===== src/rtl/bsg_dramsim3_monitor_pkg.sv =====
// Shared types and default widths for the dramsim3 request throttle/monitor.
// Widths default to the DRAM channel configuration used by bsg_nonsynth_dramsim3.
package bsg_dramsim3_monitor_pkg;

   localparam int dram_channel_addr_width_gp = 29;
   localparam int dram_data_width_gp         = 512;
   localparam int counter_width_gp           = 32;
   localparam int lat_sum_width_gp           = 48;

   typedef struct packed {
      logic                                  v;
      logic [dram_channel_addr_width_gp-1:0] ch_addr;
      logic [counter_width_gp-1:0]           stamp;
   } read_entry_s;

   typedef struct packed {
      logic read_accept;
      logic write_accept;
      logic read_retire;
      logic write_retire;
   } stat_event_s;

endpackage


===== src/rtl/bsg_dram_read_tag_table.sv =====
// In-flight read table: lowest-free-slot allocation, CAM lookup for duplicate
// blocking, and CAM retire that hands back the issue stamp of the matching read.
module bsg_dram_read_tag_table
   import bsg_dramsim3_monitor_pkg::*;
   #(parameter int els_p = 8)
   (input  logic                                  clk
   ,input  logic                                  reset
   ,input  logic                                  alloc_v_i
   ,input  logic [dram_channel_addr_width_gp-1:0] alloc_addr_i
   ,input  logic [counter_width_gp-1:0]           alloc_stamp_i
   ,input  logic [dram_channel_addr_width_gp-1:0] lookup_addr_i
   ,output logic                                  full_o
   ,output logic                                  hit_o
   ,input  logic                                  retire_v_i
   ,input  logic [dram_channel_addr_width_gp-1:0] retire_addr_i
   ,output logic                                  retire_hit_o
   ,output logic [counter_width_gp-1:0]           retire_stamp_o
   );

   read_entry_s [els_p-1:0] entries_r;
   logic [els_p-1:0] valid, free_mask, alloc_onehot, lookup_match, retire_match;

   // Free mask comes straight from registered valids, so a slot retired this
   // cycle only becomes allocatable next cycle.
   always_comb begin
      valid          = '0;
      lookup_match   = '0;
      retire_match   = '0;
      retire_stamp_o = '0;
      for (int i = 0; i < els_p; i++) begin
         valid[i]        = entries_r[i].v;
         lookup_match[i] = entries_r[i].v && (entries_r[i].ch_addr == lookup_addr_i);
         retire_match[i] = entries_r[i].v && (entries_r[i].ch_addr == retire_addr_i);
         if (retire_match[i]) retire_stamp_o = retire_stamp_o | entries_r[i].stamp;
      end
      free_mask    = ~valid;
      alloc_onehot = free_mask & (~free_mask + els_p'(1));
   end

   assign full_o       = &valid;
   assign hit_o        = |lookup_match;
   assign retire_hit_o = |retire_match;

   always_ff @(posedge clk) begin
      if (reset) begin
         entries_r <= '0;
      end else begin
         for (int i = 0; i < els_p; i++) begin
            if (retire_v_i && retire_match[i]) entries_r[i].v <= 1'b0;
            if (alloc_v_i && alloc_onehot[i]) begin
               entries_r[i].v       <= 1'b1;
               entries_r[i].ch_addr <= alloc_addr_i;
               entries_r[i].stamp   <= alloc_stamp_i;
            end
         end
      end
   end

endmodule


===== src/rtl/bsg_dramsim3_req_throttle_monitor.sv =====
// Request throttle between a request source and one dramsim3 channel: caps
// outstanding requests, blocks duplicate in-flight reads and gathers latency stats.
module bsg_dramsim3_req_throttle_monitor
   import bsg_dramsim3_monitor_pkg::*;
   #(parameter  int channel_addr_width_p = dram_channel_addr_width_gp
    ,parameter  int data_width_p         = dram_data_width_gp
    ,parameter  int max_reads_p          = 8
    ,parameter  int max_outstanding_p    = 16
    ,parameter  int counter_width_p      = counter_width_gp
    ,parameter  int lat_sum_width_p      = lat_sum_width_gp
    ,localparam int out_width_lp         = $clog2(max_outstanding_p+1)
    )
   (input  logic                            clk
   ,input  logic                            reset
   ,input  logic                            clear_i
   ,input  logic                            v_i
   ,input  logic                            write_not_read_i
   ,input  logic [channel_addr_width_p-1:0] ch_addr_i
   ,input  logic                            data_v_i
   ,input  logic [data_width_p-1:0]         data_i
   ,output logic                            yumi_o
   ,output logic                            v_o
   ,output logic                            write_not_read_o
   ,output logic [channel_addr_width_p-1:0] ch_addr_o
   ,output logic                            data_v_o
   ,output logic [data_width_p-1:0]         data_o
   ,input  logic                            yumi_i
   ,input  logic                            dram_data_v_i
   ,input  logic [channel_addr_width_p-1:0] dram_read_done_ch_addr_i
   ,input  logic                            dram_write_done_i
   ,output logic [out_width_lp-1:0]         outstanding_o
   ,output logic [counter_width_p-1:0]      reads_issued_o
   ,output logic [counter_width_p-1:0]      writes_issued_o
   ,output logic [counter_width_p-1:0]      reads_done_o
   ,output logic [counter_width_p-1:0]      writes_done_o
   ,output logic [lat_sum_width_p-1:0]      lat_sum_o
   ,output logic [counter_width_p-1:0]      lat_max_o
   ,output logic                            error_o
   );

   localparam int out_ext_lp = out_width_lp + 1;
   localparam int sum_ext_lp = lat_sum_width_p + 1;

   logic [counter_width_p-1:0] cycle_r, ret_stamp, lat;
   logic [out_width_lp-1:0]    outstanding_r, outstanding_next;
   logic [out_ext_lp-1:0]      out_plus, out_dec;
   logic [sum_ext_lp-1:0]      lat_sum_ext;
   logic                       tbl_full, tbl_hit, ret_hit, credit_ok, underflow, unmatched;
   logic                       error_r;
   logic                       unused_data_v;
   stat_event_s                ev;

   assign unused_data_v = data_v_i;

   // Handshake: v_o is offered from upstream v_i and local credit/table state
   // only; the request transfers on v_o & yumi_i, which is echoed upstream as yumi_o.
   assign credit_ok        = outstanding_r < out_width_lp'(max_outstanding_p);
   assign v_o              = v_i & credit_ok & (write_not_read_i | (~tbl_full & ~tbl_hit));
   assign yumi_o           = v_o & yumi_i;
   assign write_not_read_o = write_not_read_i;
   assign ch_addr_o        = ch_addr_i;
   assign data_v_o         = v_o & write_not_read_i;
   assign data_o           = data_i;

   bsg_dram_read_tag_table #(.els_p(max_reads_p)) tag_table
      (.clk            (clk)
      ,.reset          (reset)
      ,.alloc_v_i      (ev.read_accept)
      ,.alloc_addr_i   (ch_addr_i)
      ,.alloc_stamp_i  (cycle_r)
      ,.lookup_addr_i  (ch_addr_i)
      ,.full_o         (tbl_full)
      ,.hit_o          (tbl_hit)
      ,.retire_v_i     (dram_data_v_i)
      ,.retire_addr_i  (dram_read_done_ch_addr_i)
      ,.retire_hit_o   (ret_hit)
      ,.retire_stamp_o (ret_stamp)
      );

   always_comb begin
      ev              = '0;
      ev.read_accept  = yumi_o & ~write_not_read_i;
      ev.write_accept = yumi_o &  write_not_read_i;
      ev.read_retire  = dram_data_v_i & ret_hit;
      ev.write_retire = dram_write_done_i;
      unmatched       = dram_data_v_i & ~ret_hit;

      out_plus         = {1'b0, outstanding_r} + out_ext_lp'(yumi_o);
      out_dec          = out_ext_lp'(dram_data_v_i) + out_ext_lp'(dram_write_done_i);
      underflow        = out_plus < out_dec;
      outstanding_next = underflow ? '0 : out_width_lp'(out_plus - out_dec);

      lat         = cycle_r - ret_stamp;
      lat_sum_ext = {1'b0, lat_sum_o} + sum_ext_lp'(lat);
   end

   always_ff @(posedge clk) begin
      if (reset) begin
         cycle_r       <= '0;
         outstanding_r <= '0;
         error_r       <= 1'b0;
      end else begin
         cycle_r       <= cycle_r + counter_width_p'(1);
         outstanding_r <= outstanding_next;
         if (underflow | unmatched) error_r <= 1'b1;
      end
   end

   // Statistics only; clear drops whatever events land in the same cycle.
   always_ff @(posedge clk) begin
      if (reset | clear_i) begin
         reads_issued_o  <= '0;
         writes_issued_o <= '0;
         reads_done_o    <= '0;
         writes_done_o   <= '0;
         lat_sum_o       <= '0;
         lat_max_o       <= '0;
      end else begin
         reads_issued_o  <= reads_issued_o  + counter_width_p'(ev.read_accept);
         writes_issued_o <= writes_issued_o + counter_width_p'(ev.write_accept);
         reads_done_o    <= reads_done_o    + counter_width_p'(ev.read_retire);
         writes_done_o   <= writes_done_o   + counter_width_p'(ev.write_retire);
         if (ev.read_retire) begin
            lat_sum_o <= lat_sum_ext[lat_sum_width_p] ? '1 : lat_sum_ext[lat_sum_width_p-1:0];
            if (lat > lat_max_o) lat_max_o <= lat;
         end
      end
   end

   assign outstanding_o = outstanding_r;
   assign error_o       = error_r;

endmodule

===== config.mk =====
export PLATFORM = sky130hd
export DESIGN_NAME = bsg_dramsim3_req_throttle_monitor
export DESIGN_NICKNAME = d
export VERILOG_FILES = /design/src/rtl/bsg_dramsim3_monitor_pkg.sv /design/src/rtl/bsg_dram_read_tag_table.sv /design/src/rtl/bsg_dramsim3_req_throttle_monitor.sv
export SDC_FILE = /design/constraint.sdc
export NUM_CORES = 2
export LEC_CHECK = 0
export ABC_AREA = 1
export ABC_CLOCK_PERIOD_IN_PS = 6400
export CAP_MARGIN = 20
export CORE_AREA = 3 3 513 515
export DETAILED_ROUTE_END_ITERATION = 12
export DIE_AREA = 0 0 516 518
export MAX_ROUTING_LAYER = met4
export PLACE_DENSITY = 0.35
export SLEW_MARGIN = 10
export SYNTH_ARGS = -nofsm -noshare
export SYNTH_HDL_FRONTEND = slang
export SYNTH_SLANG_ARGS = --single-unit

===== constraint.sdc =====
create_clock -name clk -period 6.4 [get_ports clk]
set_clock_uncertainty 0.05 [all_clocks]
set_input_delay 1.28 -clock clk [delete_from_list [all_inputs] [get_ports clk]]
set_output_delay 1.28 -clock clk [all_outputs]
set_load 0.05 [all_outputs]

## Word level (Yosys, flattened, before mapping)

Index checks and enable logic that the tools add are counted.
Widths: inputs -> output; s select.

- $add $sub $neg: 11
- Bitwise gates (word level): 26
- Reductions and logical operators: 45
- Magnitude comparators: 3
- Eq/ne operators: 16
- Mux-type cells: 25

Operators by type and width:

| kind | number |
|---|---|
| $mux 62 | 8 |
| $eq 29x29->1 | 16 |
| $mux 32 | 8 |
| $or 32x32->32 | 7 |
| $add 32x1->32 | 4 |
| $add 48x32->49 | 1 |
| $mux 48 | 1 |
| $add 32x1->32 const B | 1 |
| $gt 32x32->1 | 1 |
| $logic_and 1x1->1 | 32 |
| $sub 32x32->32 | 1 |
| $not 8->8 | 2 |
| $reduce_bool 2->1 | 8 |
| $reduce_or 8->1 | 2 |
| $and 1x1->1 | 9 |
| $add 8x1->8 const B | 1 |
| $and 8x8->8 | 1 |
| $mux 1 | 8 |
| $reduce_and 8->1 | 1 |
| $add 5x1->6 | 1 |
| $lt 6x2->1 | 1 |
| $lt 5x5->1 const B | 1 |
| $sub 5x2->5 | 1 |
| $not 1->1 | 4 |
| 4 further kinds | 6 |

- Bits in registers: 742
- Logic and storage cells: 159
- Bits of input ports: 579

## Depth between registers and ports, before layout

- Word-level depth: 20
- Gate-level depth with buffers: 43
- Mapped depth without buffers: 41

## Hierarchy

From an unflattened synthesis, not the netlist that was laid out.

- Cells, all modules: 7157
- Area, all modules: 46867.4 um2

By module, submodules not included:

| module | sequential area each (um2) | area an instance (um2) | instances | cells an instance |
|---|---|---|---|---|
| bsg_dram_read_tag_table | 9929.5 | 25807.3 | 1 | 3961 |
| bsg_dramsim3_req_throttle_monitor | 4924.7 | 21060.2 | 1 | 3196 |

## Least setup slack after synthesis

No wires, ideal clock.

- Kind: input to register
- From: input dram_read_done_ch_addr_i[21]
- To: register lat_max_o[31]
- Path slack: 511 ps
- Arrival time: 5730 ps
- Required time: 6241 ps
- Buffers on the path: 3
- Stages: 37
- Path through: buf_4 -> inv_2 -> nand2_1 -> nand2_1 -> inv_1 -> nand2_1 -> nor2_1 -> nand2_1 -> nor2_1 -> nand2_1 -> clkbuf_1 -> o22ai_1 -> nor4_1 -> ha_1 -> nand3_1 -> nand2_1 -> a21oi_1 -> o21ai_0 -> a21oi_1 -> inv_1 -> nand4_1 -> nand2_1 -> xor2_1 -> ha_1 -> inv_1 -> nor2_1 -> nand2_1 -> nor4_1 -> nor3b_1 -> nand2_1 -> nand2_1 -> nand3_4 -> inv_2 -> buf_4 -> nand3_1 -> nand2_1 -> inv_1

- Longest elaborated chain between the ends: 20
- Elaborated cells between the ends (all ways): 36
- Classes of those cells: 1 x add/sub; 1 x order compare; 8 x eq/ne; 8 x mux; 8 x bitwise; 10 x reduce/logical

Ends and longest elaborated chain:

| what | line | text |
|---|---|---|
| start: declaration | bsg_dramsim3_req_throttle_monitor.sv:29 | `,input logic [channel_addr_width_p-1:0] dram_read_done_ch_addr_i` |
| $eq 29x29->1 | bsg_dram_read_tag_table.sv:33 | `retire_match[i] = entries_r[i].v && (entries_r[i].ch_addr == retire_addr_i);` |
| $logic_and 1x1->1 | bsg_dram_read_tag_table.sv:33 |  |
| $mux 32 | bsg_dram_read_tag_table.sv:34 | `if (retire_match[i]) retire_stamp_o = retire_stamp_o \| entries_r[i].stamp;` |
| $or 32x32->32 | bsg_dram_read_tag_table.sv:34 |  |
| $mux 32 | bsg_dram_read_tag_table.sv:34 |  |
| $or 32x32->32 | bsg_dram_read_tag_table.sv:34 |  |
| $mux 32 | bsg_dram_read_tag_table.sv:34 |  |
| $or 32x32->32 | bsg_dram_read_tag_table.sv:34 |  |
| [5 not listed] | n/a |  |
| $or 32x32->32 | bsg_dram_read_tag_table.sv:34 |  |
| $mux 32 | bsg_dram_read_tag_table.sv:34 |  |
| $or 32x32->32 | bsg_dram_read_tag_table.sv:34 |  |
| $mux 32 (*) | bsg_dram_read_tag_table.sv:34 |  |
| $sub 32x32->32 (*) | bsg_dramsim3_req_throttle_monitor.sv:93 | `lat = cycle_r - ret_stamp;` |
| named net lat[29] | bsg_dramsim3_req_throttle_monitor.sv:44 | `logic [counter_width_p-1:0] cycle_r, ret_stamp, lat;` |
| $gt 32x32->1 (*) | bsg_dramsim3_req_throttle_monitor.sv:125 | `if (lat > lat_max_o) lat_max_o <= lat;` |
| $reduce_and 2->1 (no source line) (*) | n/a |  |
| end signal: assignment | bsg_dramsim3_req_throttle_monitor.sv:125 |  |
| end: declaration | bsg_dramsim3_req_throttle_monitor.sv:37 | `,output logic [counter_width_p-1:0] lat_max_o` |

The timed path passes the listed nets; every way through them passes the cells marked *.
A chain may end at the register's enable or synchronous reset.

## Worst setup path after layout

- From: input dram_read_done_ch_addr_i[26]
- To: register lat_sum_o[17]

- Longest elaborated chain between the ends: 20
- Elaborated cells between the ends (all ways): 36
- Classes of those cells: 2 x add/sub; 8 x eq/ne; 9 x mux; 8 x bitwise; 9 x reduce/logical

Ends and longest elaborated chain:

| what | line | text |
|---|---|---|
| $eq 29x29->1 | bsg_dram_read_tag_table.sv:33 |  |
| $logic_and 1x1->1 | bsg_dram_read_tag_table.sv:33 |  |
| $mux 32 | bsg_dram_read_tag_table.sv:34 |  |
| $or 32x32->32 | bsg_dram_read_tag_table.sv:34 |  |
| $mux 32 | bsg_dram_read_tag_table.sv:34 |  |
| $or 32x32->32 | bsg_dram_read_tag_table.sv:34 |  |
| $mux 32 | bsg_dram_read_tag_table.sv:34 |  |
| $or 32x32->32 | bsg_dram_read_tag_table.sv:34 |  |
| [5 not listed] | n/a |  |
| $or 32x32->32 | bsg_dram_read_tag_table.sv:34 |  |
| $mux 32 | bsg_dram_read_tag_table.sv:34 |  |
| $or 32x32->32 | bsg_dram_read_tag_table.sv:34 |  |
| $mux 32 (*) | bsg_dram_read_tag_table.sv:34 |  |
| $sub 32x32->32 (*) | bsg_dramsim3_req_throttle_monitor.sv:93 |  |
| named net lat[22] | bsg_dramsim3_req_throttle_monitor.sv:44 |  |
| $add 48x32->49 (*) | bsg_dramsim3_req_throttle_monitor.sv:94 | `lat_sum_ext = {1'b0, lat_sum_o} + sum_ext_lp'(lat);` |
| $mux 48 (*) | bsg_dramsim3_req_throttle_monitor.sv:124 | `lat_sum_o <= lat_sum_ext[lat_sum_width_p] ? '1 : lat_sum_ext[lat_sum_width_p-1:0];` |
| end signal: assignment | bsg_dramsim3_req_throttle_monitor.sv:124 |  |
| end: declaration | bsg_dramsim3_req_throttle_monitor.sv:36 | `,output logic [lat_sum_width_p-1:0] lat_sum_o` |

Marks and branches as above.

==> reports/results.tsv <==
metric	value	unit
status	completed	
Initial Utilization	0.185	
site row count	187	
post-route cell area	64800	um^2
critical path buffer and inverter count	13	
drt via density	4.36	
Top delay family on crit path	buffers and inverters	
Final setup viols	0	
Primary FF master, synth	dfxtp_1	
Die X	516	um
RR Startpoint	tag_table.entries_r[420]	
maximum fanout along the worst path	12	
CP Capture Type	register	
P_leak	30.2	nW
flops & latches, synth	742	
DP HPWL	256000	um
fin util	0.250	
Via Count	50900	
most used cells in the layout excluding fill and tap cells	2038 x nand2_1, 1407 x nor2_1, 851 x inv_1, 812 x buf_4, 742 x dfxtp_1	
Slew headroom	0.282	
vias in the first global route	48200	
critical path's slowest cell	nor4_4	
max_cap viols	0	
Slew Viols, Final	0	
worst vdd ir	0.215	mV
io pins	1338	
Power Density	201	nW/um^2
Net Count, Synth	8343	
leading cell type in the layout, fill and taps excluded	nand2_1	
crit share post-route	0.970	
Hold Slack	0.419	ns
syn_area_per_cell	6.26	um^2
Tmin final	6.21	ns
WP depth	39	
Fillers	29000	
Distinct cells, synth	57	
gp weighted congestion	0.990	
Clock Pin Slew Worst Setup and Hold Paths	0.05	ns
wire length of the first global-routing pass	425000	um
Port Buf Inserts	312	
antenna violations before repair	14	
ys async rst share	0	
Final Hold Viols	0	
final WL	322000	um
Final Net Count	8863	
Critical R2R Capture	lat_max_o[2]	
CP endpoint	lat_sum_o[17]	
Peak Freq	161	MHz
Longest Clk Path Bufs	3	
Layout area overhead	35.3	%
FF/Latch Area	14900	um^2
Mapped Area	47900	um^2
CORE AREA	259000	um^2
H-tree depth	3	
Synth Warn #	0	
Clock Root Buffer	clkbuf_16	
CTS tree	built	
Register-to-Register Path Depth	36	
Worst Setup SP	dram_read_done_ch_addr_i[26]	
hold crit path type	register to register	
critical path class	primary input to register	
Placed Area	57200	um^2
total CTS buffers	106	
RSZ-0062 raised after global routing	true	
sequential cell area fraction in the yosys report	0.310	
drt pass-1 iters	6	
Clock Latency Late Sink	0.78	ns
hold depth	2	
routed len/inst	27.6	um
Gate Count Post-Synth	7652	
number of enable flip-flop cells after synthesis	0	
Starting DRT DRC Count	4132	
Tot GR Track Use	0.236	
crit start category	primary input	
worst path arrival time	6.85	ns
total congestion overflow	0	
Multi-input gate area	26200	um^2
largest net degree at the start of global routing	117	
CP required	7.04	ns
Fin Setup TNS	0	ns
antenna viol nets, final	0	
Max stage delay on crit path	0.35	ns
share of layout cells above drive strength 1	0.206	
DRC	0	
# hold bufs at CTS	0	
measured slew at the worst slew-check pin	1.07	ns
clk sinks	742	
R2R Setup Slk	0.46	ns
Die Y	518	um
DIE AREA	267000	um^2
synth_stat cells (3+ instances only):
| cell | n | share of area |
|---|---|---|
| a211oi_1 | 6 | 0.00094 |
| a21o_1 | 10 | 0.0016 |
| a21oi_1 | 241 | 0.025 |
| a21oi_2 | 16 | 0.0029 |
| a221oi_1 | 5 | 0.00091 |
| a31oi_1 | 28 | 0.0037 |
| and3_1 | 9 | 0.0012 |
| buf_1 | 8 | 0.00063 |
| buf_2 | 94 | 0.0098 |
| buf_4 | 631 | 0.099 |
| buf_6 | 26 | 0.0061 |
| clkbuf_1 | 122 | 0.0096 |
| dfxtp_1 | 742 | 0.31 |
| fa_1 | 3 | 0.0013 |
| ha_1 | 109 | 0.028 |
| inv_1 | 877 | 0.069 |
| inv_2 | 55 | 0.0043 |
| nand2_1 | 2136 | 0.17 |
| nand2_2 | 3 | 0.00039 |
| nand3_1 | 120 | 0.013 |
| nand3_2 | 4 | 0.00084 |
| nand4_1 | 161 | 0.021 |
| nand4_4 | 8 | 0.0036 |
| nor2_1 | 1470 | 0.12 |
| nor2_2 | 13 | 0.0017 |
| nor3_1 | 68 | 0.0071 |
| nor3_2 | 5 | 0.0010 |
| nor3b_1 | 15 | 0.0024 |
| nor4_1 | 49 | 0.0064 |
| o211ai_1 | 4 | 0.00063 |
| o21a_1 | 35 | 0.0055 |
| o21ai_0 | 199 | 0.021 |
| o21ai_1 | 22 | 0.0023 |
| o21bai_1 | 11 | 0.0017 |
| o22ai_1 | 176 | 0.023 |
| o311ai_0 | 3 | 0.00055 |
| or2_2 | 4 | 0.00052 |
| xnor2_1 | 92 | 0.017 |
| xor2_1 | 46 | 0.0084 |
power breakdown:
| group | switching [mW] | internal, mW |
|---|---|---|
| logic | 1.30 | 0.782 |
| registers | 0.0636 | 4.69 |
| clock network | 2.55 | 3.64 |
| total | 3.91 | 9.12 |
sequential cells by signal (all words and copies together), names as in the netlist, 32 cells and up:
signal / count
writes_done_o: 32
writes_issued_o: 32
tag_table.entries_r: 496
cycle_r: 32
lat_sum_o: 48
reads_issued_o: 32
lat_max_o: 32
reads_done_o: 32
cells by family after synthesis:
logic type | count (synthesis) | share of synthesized area
AND/OR/NAND/NOR | 4077 | 0.344
buffers and inverters | 1815 | 0.198
AO/OA/AOI/OAI | 768 | 0.0918
flip-flops | 742 | 0.310
XOR/XNOR | 138 | 0.0252
adder cells (fa/ha/maj) | 112 | 0.0297
area by class of cell:
class                      instances  share of cell area
tap                             3402              0.0657
timing repair buffer            1293               0.191
clock inverter                    39             0.00786
inverter                         933              0.0552
antenna                            7            0.000270
clock buffer                     147              0.0467
sequential                       742               0.229
multi-input combinational       5096               0.404
through the flow:
step | cells | total power, mW | setup slack [ns]
final | 11700 | 13.0 | 0.192
after global placement | 11400 | 6.79 | -2.11
after floorplan | 7652 | 6.60 | 0.511
after CTS | 11600 | 13.2 | 0.000718
after detailed placement | 11400 | 6.78 | -2.01
after global routing | 11700 | 13.5 | -0.0341
worst register-to-register path, delay by kind of cell (launching register included):
family	cells	cell delay [ns]
and+or+nand+nor	16	2.18
buffers and inverters	13	1.91
adders and majority gates	2	0.59
AOI/OAI and AO/OA	4	0.56
DFF	1	0.46
xor gates and xnor gates	1	0.13
metal layers:
layer | global-route usage | wire (um)
met5 | - | 0
met4 | 0.108 | 17600
met3 | 0.0960 | 34900
met2 | 0.356 | 141000
met1 | 0.272 | 128000
how the worst min path moves through the flow:
stage,startpoint,slack [ns],endpoint
2_1_floorplan,cycle_r[22],0.41,cycle_r[22]
3_3_place_gp,writes_done_o[31],0.41,writes_done_o[31]
3_5_place_dp,writes_done_o[31],0.41,writes_done_o[31]
4_1_cts,writes_done_o[31],0.42,writes_done_o[31]
5_1_grt,reads_issued_o[31],0.44,reads_issued_o[31]
6_report,writes_done_o[31],0.42,writes_done_o[31]
repair_timing:
item	CTS	global route
pin swaps	66	136
buffers inserted	51	37
setup endpoints to repair	80	80
gates cloned	4	8
gates resized for setup	350	360
No activity file was read; power rests on OpenSTA's default activity.
